$ cat src/rtl/vga_modes_pkg.sv
// ----------------------------------------------------------------------------
// vga_modes_pkg
// Purpose : Shared constants for the VGA/DVI timing path. Holds one constant
//           set per supported VESA mode (active/porch/sync widths, polarities,
//           derived totals, nominal pixel clock) and the timing FSM state type.
// Ports   : none (package)
// ----------------------------------------------------------------------------
package vga_modes_pkg;

    typedef struct packed {
        int pclk_khz;
        int h_active;
        int h_fp;
        int h_sync;
        int h_bp;
        int v_active;
        int v_fp;
        int v_sync;
        int v_bp;
        int h_pol;
        int v_pol;
        int h_total;
        int v_total;
    } vga_mode_t;

    // Totals are derived here so a mode can never carry inconsistent totals.
    function automatic vga_mode_t mk_mode(input int pclk_khz,
                                          input int ha, input int hfp,
                                          input int hs, input int hbp,
                                          input int va, input int vfp,
                                          input int vs, input int vbp,
                                          input int hp, input int vp);
        vga_mode_t m;
        m.pclk_khz = pclk_khz;
        m.h_active = ha;
        m.h_fp     = hfp;
        m.h_sync   = hs;
        m.h_bp     = hbp;
        m.v_active = va;
        m.v_fp     = vfp;
        m.v_sync   = vs;
        m.v_bp     = vbp;
        m.h_pol    = hp;
        m.v_pol    = vp;
        m.h_total  = ha + hfp + hs + hbp;
        m.v_total  = va + vfp + vs + vbp;
        return m;
    endfunction

    localparam vga_mode_t MODE_640X480  = mk_mode(25175,  640, 16,  96,  48,
                                                  480, 10, 2, 33, 0, 0);
    localparam vga_mode_t MODE_800X600  = mk_mode(40000,  800, 40, 128,  88,
                                                  600,  1, 4, 23, 1, 1);
    localparam vga_mode_t MODE_1024X768 = mk_mode(65000, 1024, 24, 136, 160,
                                                  768,  3, 6, 29, 0, 0);

    typedef enum logic {
        ST_IDLE = 1'b0,
        ST_RUN  = 1'b1
    } vga_state_t;

endpackage

$ cat src/rtl/vga_timing_gen_if.sv
// ----------------------------------------------------------------------------
// vga_timing_gen_if
// Purpose : Bundles the run control and all timing outputs of vga_timing_gen.
// Signals : run                 - 1 = generate timing, 0 = idle (to generator)
//           x, y [CW]           - undelayed pixel/line counters
//           active, sol, sof    - undelayed active flag, line/frame strobes
//           hsync, vsync, de    - LAT-delayed, polarity-applied sync and DE
//           frame [FW]          - completed-frame count
// Modports: master = timing generator, slave = pixel source / output stage
// ----------------------------------------------------------------------------
interface vga_timing_gen_if #(
    parameter int CW = 11,
    parameter int FW = 16
);
    logic          run;
    logic [CW-1:0] x;
    logic [CW-1:0] y;
    logic          active;
    logic          sol;
    logic          sof;
    logic          hsync;
    logic          vsync;
    logic          de;
    logic [FW-1:0] frame;

    modport master (
        input  run,
        output x, y, active, sol, sof, hsync, vsync, de, frame
    );

    modport slave (
        output run,
        input  x, y, active, sol, sof, hsync, vsync, de, frame
    );
endinterface

$ cat src/rtl/vga_timing_gen_sig_delay.sv
// ----------------------------------------------------------------------------
// sig_delay
// Purpose : W-bit wide, LAT-deep shift register with a reset value. LAT=0 is
//           a wire-through.
// Ports   : clk    - clock
//           rst_n  - asynchronous active-low reset (loads RST_VAL everywhere)
//           i_d    - input word
//           o_q    - i_d delayed by LAT clocks
// ----------------------------------------------------------------------------
module sig_delay #(
    parameter int             W       = 1,
    parameter int             LAT     = 2,
    parameter logic [W-1:0]   RST_VAL = '0
) (
    input  logic         clk,
    input  logic         rst_n,
    input  logic [W-1:0] i_d,
    output logic [W-1:0] o_q
);

    generate
        if (LAT == 0) begin : g_pass
            assign o_q = i_d;
        end else begin : g_pipe
            logic [W-1:0] r_pipe [LAT];

            always_ff @(posedge clk or negedge rst_n) begin
                if (!rst_n) begin
                    for (int i = 0; i < LAT; i++) r_pipe[i] <= RST_VAL;
                end else begin
                    r_pipe[0] <= i_d;
                    for (int i = 1; i < LAT; i++) r_pipe[i] <= r_pipe[i-1];
                end
            end

            assign o_q = r_pipe[LAT-1];
        end
    endgenerate

endmodule

$ cat src/rtl/vga_timing_gen.sv
// ----------------------------------------------------------------------------
// vga_timing_gen
// Purpose : Parametrised VESA-style horizontal/vertical timing generator.
//           Counters, strobes and frame count are registered with no added
//           delay; hsync/vsync/de go through a LAT-stage delay so they line up
//           with the pixel source's data, polarity applied at the output.
// Ports   : clk      - pixel clock
//           reset_n  - asynchronous active-low reset (released through a
//                      2-flop synchroniser)
//           bus      - vga_timing_gen_if.master (run in, timing outputs out)
//
// State table
//   state   | meaning
//   ST_IDLE | run=0: x/y held at 0, strobes low, inactive sync/de shifted in
//   ST_RUN  | run=1: counters advance, frame counts completed frames
// ----------------------------------------------------------------------------
module vga_timing_gen
    import vga_modes_pkg::*;
#(
    parameter int H_ACTIVE = MODE_800X600.h_active,
    parameter int H_FP     = MODE_800X600.h_fp,
    parameter int H_SYNC   = MODE_800X600.h_sync,
    parameter int H_BP     = MODE_800X600.h_bp,
    parameter int V_ACTIVE = MODE_800X600.v_active,
    parameter int V_FP     = MODE_800X600.v_fp,
    parameter int V_SYNC   = MODE_800X600.v_sync,
    parameter int V_BP     = MODE_800X600.v_bp,
    parameter int H_POL    = MODE_800X600.h_pol,
    parameter int V_POL    = MODE_800X600.v_pol,
    parameter int LAT      = 2,
    parameter int CW       = 11,
    parameter int FW       = 16
) (
    input  logic              clk,
    input  logic              reset_n,
    vga_timing_gen_if.master  bus
);

    localparam int H_TOTAL = H_ACTIVE + H_FP + H_SYNC + H_BP;
    localparam int V_TOTAL = V_ACTIVE + V_FP + V_SYNC + V_BP;

    localparam logic [CW-1:0] C_H_LAST  = CW'(H_TOTAL - 1);
    localparam logic [CW-1:0] C_V_LAST  = CW'(V_TOTAL - 1);
    localparam logic [CW-1:0] C_H_ACT   = CW'(H_ACTIVE);
    localparam logic [CW-1:0] C_V_ACT   = CW'(V_ACTIVE);
    localparam logic [CW-1:0] C_HS_BEG  = CW'(H_ACTIVE + H_FP);
    localparam logic [CW-1:0] C_HS_END  = CW'(H_ACTIVE + H_FP + H_SYNC);
    localparam logic [CW-1:0] C_VS_BEG  = CW'(V_ACTIVE + V_FP);
    localparam logic [CW-1:0] C_VS_END  = CW'(V_ACTIVE + V_FP + V_SYNC);
    localparam logic          C_HS_INV  = (H_POL == 0);
    localparam logic          C_VS_INV  = (V_POL == 0);

    generate
        if ((2**CW) < H_TOTAL || (2**CW) < V_TOTAL) begin : g_chk_cw
            $error("vga_timing_gen: CW too narrow for H_TOTAL/V_TOTAL");
        end
        if (LAT < 0 || LAT > 15) begin : g_chk_lat
            $error("vga_timing_gen: LAT must be 0..15");
        end
        if (H_FP <= 0 || H_SYNC <= 0 || H_BP <= 0 ||
            V_FP <= 0 || V_SYNC <= 0 || V_BP <= 0) begin : g_chk_width
            $error("vga_timing_gen: porch and sync widths must be non-zero");
        end
    endgenerate

    // Reset asserts asynchronously, releases two clocks after reset_n rises.
    logic [1:0] r_rst_sync;
    logic       w_rst_n;

    always_ff @(posedge clk or negedge reset_n) begin
        if (!reset_n) r_rst_sync <= 2'b00;
        else          r_rst_sync <= {r_rst_sync[0], 1'b1};
    end

    assign w_rst_n = r_rst_sync[1];

    vga_state_t    r_state;
    logic [CW-1:0] r_x;
    logic [CW-1:0] r_y;
    logic [FW-1:0] r_frame;
    logic          r_active;
    logic          r_sol;
    logic          r_sof;
    logic [2:0]    r_raw;          // {hsync, vsync, de}, active-high, aligned with x/y

    logic          w_run_nxt;
    logic [CW-1:0] w_x_nxt;
    logic [CW-1:0] w_y_nxt;
    logic [FW-1:0] w_frame_nxt;
    logic [2:0]    w_raw_nxt;
    logic [2:0]    w_dly;

    // Next counter values. Entering RUN (or staying IDLE) lands on the origin,
    // so a frame always starts at x=0,y=0 and a partial frame is never counted.
    always_comb begin
        w_run_nxt   = bus.run;
        w_x_nxt     = '0;
        w_y_nxt     = '0;
        w_frame_nxt = r_frame;
        if (bus.run && r_state == ST_RUN) begin
            if (r_x == C_H_LAST) begin
                if (r_y == C_V_LAST) w_frame_nxt = r_frame + FW'(1);
                else                 w_y_nxt     = r_y + CW'(1);
            end else begin
                w_x_nxt = r_x + CW'(1);
                w_y_nxt = r_y;
            end
        end

        w_raw_nxt = '0;
        if (w_run_nxt) begin
            w_raw_nxt[2] = (w_x_nxt >= C_HS_BEG) && (w_x_nxt < C_HS_END);
            w_raw_nxt[1] = (w_y_nxt >= C_VS_BEG) && (w_y_nxt < C_VS_END);
            w_raw_nxt[0] = (w_x_nxt < C_H_ACT) && (w_y_nxt < C_V_ACT);
        end
    end

    always_ff @(posedge clk or negedge w_rst_n) begin
        if (!w_rst_n) begin
            r_state  <= ST_IDLE;
            r_x      <= '0;
            r_y      <= '0;
            r_frame  <= '0;
            r_active <= 1'b0;
            r_sol    <= 1'b0;
            r_sof    <= 1'b0;
            r_raw    <= '0;
        end else begin
            r_state  <= w_run_nxt ? ST_RUN : ST_IDLE;
            r_x      <= w_x_nxt;
            r_y      <= w_y_nxt;
            r_frame  <= w_frame_nxt;
            r_active <= w_raw_nxt[0];
            r_sol    <= w_run_nxt && (w_x_nxt == '0);
            r_sof    <= w_run_nxt && (w_x_nxt == '0) && (w_y_nxt == '0);
            r_raw    <= w_raw_nxt;
        end
    end

    // r_raw is already the zero-latency registered copy; LAT more stages follow.
    sig_delay #(
        .W       (3),
        .LAT     (LAT),
        .RST_VAL (3'b000)
    ) u_sync_dly (
        .clk   (clk),
        .rst_n (w_rst_n),
        .i_d   (r_raw),
        .o_q   (w_dly)
    );

    assign bus.x      = r_x;
    assign bus.y      = r_y;
    assign bus.frame  = r_frame;
    assign bus.active = r_active;
    assign bus.sol    = r_sol;
    assign bus.sof    = r_sof;
    assign bus.hsync  = w_dly[2] ^ C_HS_INV;
    assign bus.vsync  = w_dly[1] ^ C_VS_INV;
    assign bus.de     = w_dly[0];

endmodule
$ cat src/flat_wrapper.sv
// flat-port wrapper written by rule: the top's interface ports become plain ports
module vga_timing_gen_flat import vga_modes_pkg::*;
#(
    parameter int H_ACTIVE = MODE_800X600.h_active,
    parameter int H_FP     = MODE_800X600.h_fp,
    parameter int H_SYNC   = MODE_800X600.h_sync,
    parameter int H_BP     = MODE_800X600.h_bp,
    parameter int V_ACTIVE = MODE_800X600.v_active,
    parameter int V_FP     = MODE_800X600.v_fp,
    parameter int V_SYNC   = MODE_800X600.v_sync,
    parameter int V_BP     = MODE_800X600.v_bp,
    parameter int H_POL    = MODE_800X600.h_pol,
    parameter int V_POL    = MODE_800X600.v_pol,
    parameter int LAT      = 2,
    parameter int CW       = 11,
    parameter int FW       = 16
)
  (clk, reset_n, bus_run, bus_x, bus_y, bus_active, bus_sol, bus_sof, bus_hsync, bus_vsync, bus_de, bus_frame);
  vga_timing_gen_if #(.CW(CW), .FW(FW)) bus_i ();
  input  logic clk;
  input  logic reset_n;
  input wire logic [$bits(bus_i.run)-1:0] bus_run;
  output wire logic [$bits(bus_i.x)-1:0] bus_x;
  output wire logic [$bits(bus_i.y)-1:0] bus_y;
  output wire logic [$bits(bus_i.active)-1:0] bus_active;
  output wire logic [$bits(bus_i.sol)-1:0] bus_sol;
  output wire logic [$bits(bus_i.sof)-1:0] bus_sof;
  output wire logic [$bits(bus_i.hsync)-1:0] bus_hsync;
  output wire logic [$bits(bus_i.vsync)-1:0] bus_vsync;
  output wire logic [$bits(bus_i.de)-1:0] bus_de;
  output wire logic [$bits(bus_i.frame)-1:0] bus_frame;
  assign bus_i.run = bus_run;
  assign bus_x = bus_i.x;
  assign bus_y = bus_i.y;
  assign bus_active = bus_i.active;
  assign bus_sol = bus_i.sol;
  assign bus_sof = bus_i.sof;
  assign bus_hsync = bus_i.hsync;
  assign bus_vsync = bus_i.vsync;
  assign bus_de = bus_i.de;
  assign bus_frame = bus_i.frame;
  vga_timing_gen #(.H_ACTIVE(H_ACTIVE), .H_FP(H_FP), .H_SYNC(H_SYNC), .H_BP(H_BP), .V_ACTIVE(V_ACTIVE), .V_FP(V_FP), .V_SYNC(V_SYNC), .V_BP(V_BP), .H_POL(H_POL), .V_POL(V_POL), .LAT(LAT), .CW(CW), .FW(FW)) u_core (.clk(clk), .reset_n(reset_n), .bus(bus_i));
endmodule
$ cat config.mk
export PLATFORM = sky130hd
export DESIGN_NAME = vga_timing_gen_flat
export DESIGN_NICKNAME = d
export VERILOG_FILES = /design/src/rtl/vga_modes_pkg.sv /design/src/rtl/vga_timing_gen_if.sv /design/src/rtl/vga_timing_gen_sig_delay.sv /design/src/rtl/vga_timing_gen.sv /design/src/flat_wrapper.sv
export SDC_FILE = /design/constraint.sdc
export NUM_CORES = 1
export LEC_CHECK = 0
export CAP_MARGIN = 20
export CORE_ASPECT_RATIO = 1.2
export CORE_MARGIN = 10
export CORE_UTILIZATION = 44
export DETAILED_ROUTE_END_ITERATION = 12
export HOLD_SLACK_MARGIN = 0.05
export PLACE_DENSITY_LB_ADDON = 0.12
export SLEW_MARGIN = 20
export SYNTH_ARGS = -nofsm -noshare
export SYNTH_HDL_FRONTEND = slang
export SYNTH_HIERARCHICAL = 1
export SYNTH_SLANG_ARGS = --single-unit
$ cat constraint.sdc
create_clock -name clk -period 2.21 [get_ports clk]
set_input_delay 0.3315 -clock clk [delete_from_list [all_inputs] [get_ports clk]]
set_output_delay 0.3315 -clock clk [all_outputs]
set_load 0.02 [all_outputs]
Yosys cells after proc, flatten, opt, wreduce, memory -nomap -nowiden

Cells that the tools add are included.

Bits in registers: 53
Input port bits: 3
Output and inout bits: 44

Add/subtract/negate cells: 3
Magnitude comparators: 6
Equality and inequality tests: 2
Mux-type cells: 7
Reductions and logical operators: 9

Operators with widths:

| kind                                                                            | number |
|---|---|
| 11-bit 2-to-1 mux                                                               | 5 |
| 11-bit by 10-bit less-than comparator with 1-bit output (second input constant) | 4 |
| 11-bit by 1-bit adder with 11-bit output (second input constant)                | 2 |
| 11-bit by 10-bit >= comparator with 1-bit output (second input constant)        | 2 |
| 11-bit logical NOT                                                              | 2 |
| 16-bit by 1-bit adder with 16-bit output (second input constant)                | 1 |
| 11-bit by 10-bit == test with 1-bit output (second input constant)              | 1 |
| 11-bit == test (second input constant)                                          | 1 |
| 1-bit logical AND                                                               | 6 |
| 3-bit 2-to-1 mux                                                                | 1 |
| 3-bit AND reduction                                                             | 1 |
| 1-bit 2-to-1 mux                                                                | 1 |

Depth between registers and ports, before layout

Depth after elaboration: 7
Gate-level depth with buffers: 9
Gate-level depth less buffers: 7

Modules after synthesis

Netlist, hierarchy kept.

By module, submodules not included:

| module         | times used | cells an instance | area each (sq um) |
|---|---|---|---|
| vga_timing_gen | 1          | 250               | 2453.6 |
| sig_delay      | 1          | 9                 | 172.7 |

Worst setup path before layout

No wires, ideal clock.

Path kind: register to register
Start point: register u_core.r_x[5], in the netlist u_core/bus.x[5]
End point: register u_core.r_raw[0]
Arrival time: 2.659 ns
Data required time: 2.112 ns
Path slack: -0.547 ns
Stages on the path, launching flop included: 8
Path buffers: 1
Period minus slack after synthesis: 2.757 ns
Path through: dfrtp_1 > or4b_4 > or3_1 > buf_6 > or4_4 > nor4bb_1 > and4b_1 > nor4bb_2

Longest elaborated chain between the ends: 6
Elaborated cells on any way between the ends: 10
Classes of those cells: add/sub (1); order compare (2); eq/ne (1); mux (5); reduce/logical (1)

RTL lines:

| item                                                                       | line                                         | source |
|---|---|---|
| from (decl)                                                                | vga_timing_gen.sv:78                         | `logic [CW-1:0] r_x;` |
| from (signal assigned)                                                     | vga_timing_gen.sv:130                        | `r_x <= w_x_nxt;` |
| 11-bit by 1-bit adder with 11-bit output or 11-bit == test (tied branches) | vga_timing_gen.sv:105, vga_timing_gen.sv:101 |  |
| 11-bit 2-to-1 mux                                                          | vga_timing_gen.sv:101                        | `if (r_x == C_H_LAST) begin` |
| 11-bit 2-to-1 mux                                                          | vga_timing_gen.sv:100                        | `if (bus.run && r_state == ST_RUN) begin` |
| 11-bit by 10-bit less-than comparator with 1-bit output                    | vga_timing_gen.sv:114                        | `w_raw_nxt[0] = (w_x_nxt < C_H_ACT) && (w_y_nxt < C_V_ACT);` |
| 1-bit logical AND (*)                                                      | vga_timing_gen.sv:114                        |  |
| 3-bit 2-to-1 mux (*)                                                       | vga_timing_gen.sv:111                        | `if (w_run_nxt) begin` |
| named net u_core.w_raw_nxt[0]                                              | vga_timing_gen.sv:90                         | `logic [2:0] w_raw_nxt;` |
| to (signal assigned)                                                       | vga_timing_gen.sv:136                        | `r_raw <= w_raw_nxt;` |
| to (decl)                                                                  | vga_timing_gen.sv:84                         | `logic [2:0] r_raw;` |

Mark *: on every way through the listed nets, which the timed path passes. The rest lies on a longest branch.
A chain may end at the register's enable or synchronous reset.

Final worst setup path

Start point: register u_core.r_x[7], in the netlist u_core/bus.x[7]
End point: register u_core.r_raw[0]

The elaborated chain is that of the path after synthesis.

==> results by group <==
Logic synthesis
  – Largest family of logic cells by synthesized area: simple AND/OR/NAND/NOR gates
  – Synth top area cells: dfrtp_1, xnor2_1, xor2_1
  – Synth Instances: 259
  – Distinct cells, synth: 48
  – Sequential cell area fraction in the yosys report: 0.495
  – Syn nets: 265
  – Leading area contributor after synthesis: dfrtp_1
  – Post-Synth Adder-Cell Area: 0.0143
  – Compound-Gate Fraction of Synth Area: 0.0986
  – Synth Area in XOR/XNOR: 0.0967
  – Synth async-reset ratio: 1.00
  – Yosys reg bits: 52
  – Cell Area, Synth: 2630 um^2
  – EDFF count, synth: 0
  – Simple-Gate Fraction of Synth Area: 0.252
  – Mux share of post-synthesis cell area: 0.00810
  – Synth Area per Inst: 10.1 um^2
  – Ys Warns: 6
  – Area share of the leading cell type in the synthesized netlist: 0.495
  – Main synth FF type: dfrtp_1

Clock network
  – Total clock sinks: 52
  – Clock Latency Late Sink: 0.31 ns
  – Longest Clk Path Bufs: 2
  – CTS tree: yes
  – Total CTS buffers: 5
  – Clock slew at reported path FFs: 0.09 ns
  – Hold buffers post-CTS: 0
  – Htree depth: 2
  – CTS root buf: clkbuf_8

STA
  – Max_slew headroom: 0.595
  – Final Cycle Share: 1.21
  – Slew @ Worst Pin: 0.608 ns
  – RSZ-0062 raised after global routing: yes
  – Clock skew: 0.00527 ns
  – Final Critical Period: 2.67 ns
  – WHS: 0.176 ns
  – Setup violation total in the final timing report: 20
  – Final hold violation count: 0
  – Setup WS post-layout: -0.456 ns
  – Max-slew violations: 0
  – Max Fclk: 0.375 GHz

Floorplan
  – Row cnt: 30
  – Initial Util: 0.457
  – Die area: 9470 um^2
  – I/O pin cnt: 47
  – CORE AREA: 5740 um^2
  – Die Ht: 105 um
  – DIE WIDTH: 90.5 um

Setup path
  – Register-to-Register Path Depth: 6
  – Worst reg2reg startpoint: u_core/bus.x[7]
  – Kind of end point of the critical path: flop
  – Critical R2R Capture: u_core/r_raw[0]
  – R2R Setup Slk: -0.46 ns
  – Startpoint Class: flop
  – Critical Path RT: 2.42 ns
  – Max FO, Critical Path: 4
  – Critical path arrival: 2.87 ns
  – Crit path kind: reg2reg

Finish
  – Finished Cell Area: 3900 um^2
  – Commonest non-fill, non-tap cells in the layout: buf_4, dfrtp_1, clkdlybuf4s50_1
  – Ant diodes: 0
  – Synthesis-to-finish area growth: 48.4%
  – Layout cells sized above 1: 0.291
  – Fin nets: 366
  – Most common library cell in the layout ignoring fill and taps: buf_4

Routing
  – DRC violation total after the first TritonRoute iteration: 84
  – Routed Antenna Nets: 0
  – # DRC: 0
  – Via/cell ratio: 5.32
  – Vias after detailed routing: 2346
  – Avg WL per Cell: 16.0 um
  – WL final: 7070 um
  – Drt pass-1 iters: 4

Placed design
  – Port buffer count: 46
  – DP Area: 3570 um^2
  – Final Wtd Congestion: 0.889
  – DPL Wire Length: 5120 um

Global route
  – Global-route wire length before repair: 11600 um
  – Largest net degree at the start of global routing: 51
  – GRT Util Overall: 0.145
  – Remaining Overflow, GRT: 0
  – Vias in the first global route: 2394
  – Initial antenna violation count: 0

Hold path
  – Hold crit path type: in2async

Power
  – Cell area power density: 448 nW/um^2
  – Max IR drop VDD: 310 uV
  – Design Power: 1740 uW
  – Leak: 0.00170 uW

Status
  – Outcome: finished with violations
  – Failing checks: setup timing

Flow run
  – Max Cap Viol: 0
[how the worst max path moves through the flow]
| stage | start | cells past startpoint | slack (ns) | to |
|---|---|---|---|---|
| final | u_core/bus.x[7] | 6 | -0.46 | u_core/r_raw[0] |
| after detailed placement | u_core/bus.x[7] | 7 | -0.45 | u_core/r_raw[1] |
| after floorplan | u_core/bus.x[7] | 7 | -0.49 | u_core/r_raw[0] |
| after global routing | u_core/bus.x[7] | 7 | -0.52 | u_core/r_raw[1] |
| after CTS | u_core/bus.x[7] | 6 | -0.40 | u_core/r_raw[0] |
| after global placement | u_core/bus.x[7] | 7 | -0.38 | u_core/r_raw[1] |
[cell usage after synthesis, types with 4 or more instances]
cell       n
a21oi_1   10
and2_1     4
and3_1     7
clkbuf_1   8
dfrtp_1   52
inv_1      5
nand2_1   21
nand3_1   13
nand4_1    7
nor2_1    19
nor3_1     7
nor4_1     7
o21ai_0    9
o31ai_1    4
or3_1      7
xnor2_1   17
xor2_1    12
[flip-flops by register name (all words and copies together), names as in the netlist]
signal,flops
u_core/bus.x,11
u_core/r_state,1
u_core/bus.sol,1
u_core/u_sync_dly/g_pipe.r_pipe,3
u_core/r_raw,3
u_core/bus.frame,16
u_core/bus.sof,1
u_core/bus.y,11
u_core/r_rst_sync,2
u_core/u_sync_dly/o_q,3
[area by class of cell]
| cell class | count | area (um^2) |
|---|---|---|
| inverter | 5 | 18.8 |
| fill | 450 | 1850 |
| clock buffer | 6 | 82.6 |
| timing repair buffer | 107 | 945 |
| tap | 80 | 100 |
| multi-input combinational | 189 | 1410 |
| sequential | 52 | 1310 |
| clock inverter | 2 | 38.8 |
[metrics by stage]
step	util	worst slack, ns	TNS, ns	instances
after detailed placement	0.621	-0.450	-4.78	426
after global routing	0.678	-0.522	-5.60	441
after global placement	0.621	-0.377	-4.05	426
after CTS	0.660	-0.401	-2.84	438
final	0.678	-0.456	-3.42	441
after floorplan	-	-0.494	-5.03	259
[power breakdown]
| group | internal (uW) | total [uW] | switching (uW) |
|---|---|---|---|
| clock network | 371 | 692 | 321 |
| registers | 960 | 964 | 3.79 |
| logic | 37.8 | 87.4 | 49.6 |
[worst max-delay path: stages (launching register included)]
cell and delay, ns:
dfrtp_2 0.42, or4b_4 0.54, or3_4 0.38, or4_4 0.52, nor4bb_2 0.19, and4b_1 0.25, nor4bb_2 0.27
[layer usage]
metal	up-vias	track usage	routed length [um]
met5	-	0	0
met4	0	0.0467	94
met3	9	0.0480	490
met2	72	0.240	3530
met1	1142	0.172	2960
li1	1123	-	-
[timing repair]
| action | CTS | global route |
|---|---|---|
| hold endpoints to repair | 0 | 0 |
| resized for setup | 16 | 19 |
| buffers inserted | 4 | 4 |
| endpoints found under the setup margin | 23 | 24 |
| pin swaps | 7 | 9 |
| cloned | 0 | 0 |
[kinds of logic (layout without fill, tap and decap cells)]
kind of cell	count (synthesis)	in the layout
DFF	52	52
and+or+nand+nor	114	114
muxes	2	2
buffers and inverters	18	120
adders and majority gates	3	3
other	1	1
xor gates and xnor gates	29	29
AOI/OAI and AO/OA	40	40
Note: power is estimated with default switching activity, not from simulation.
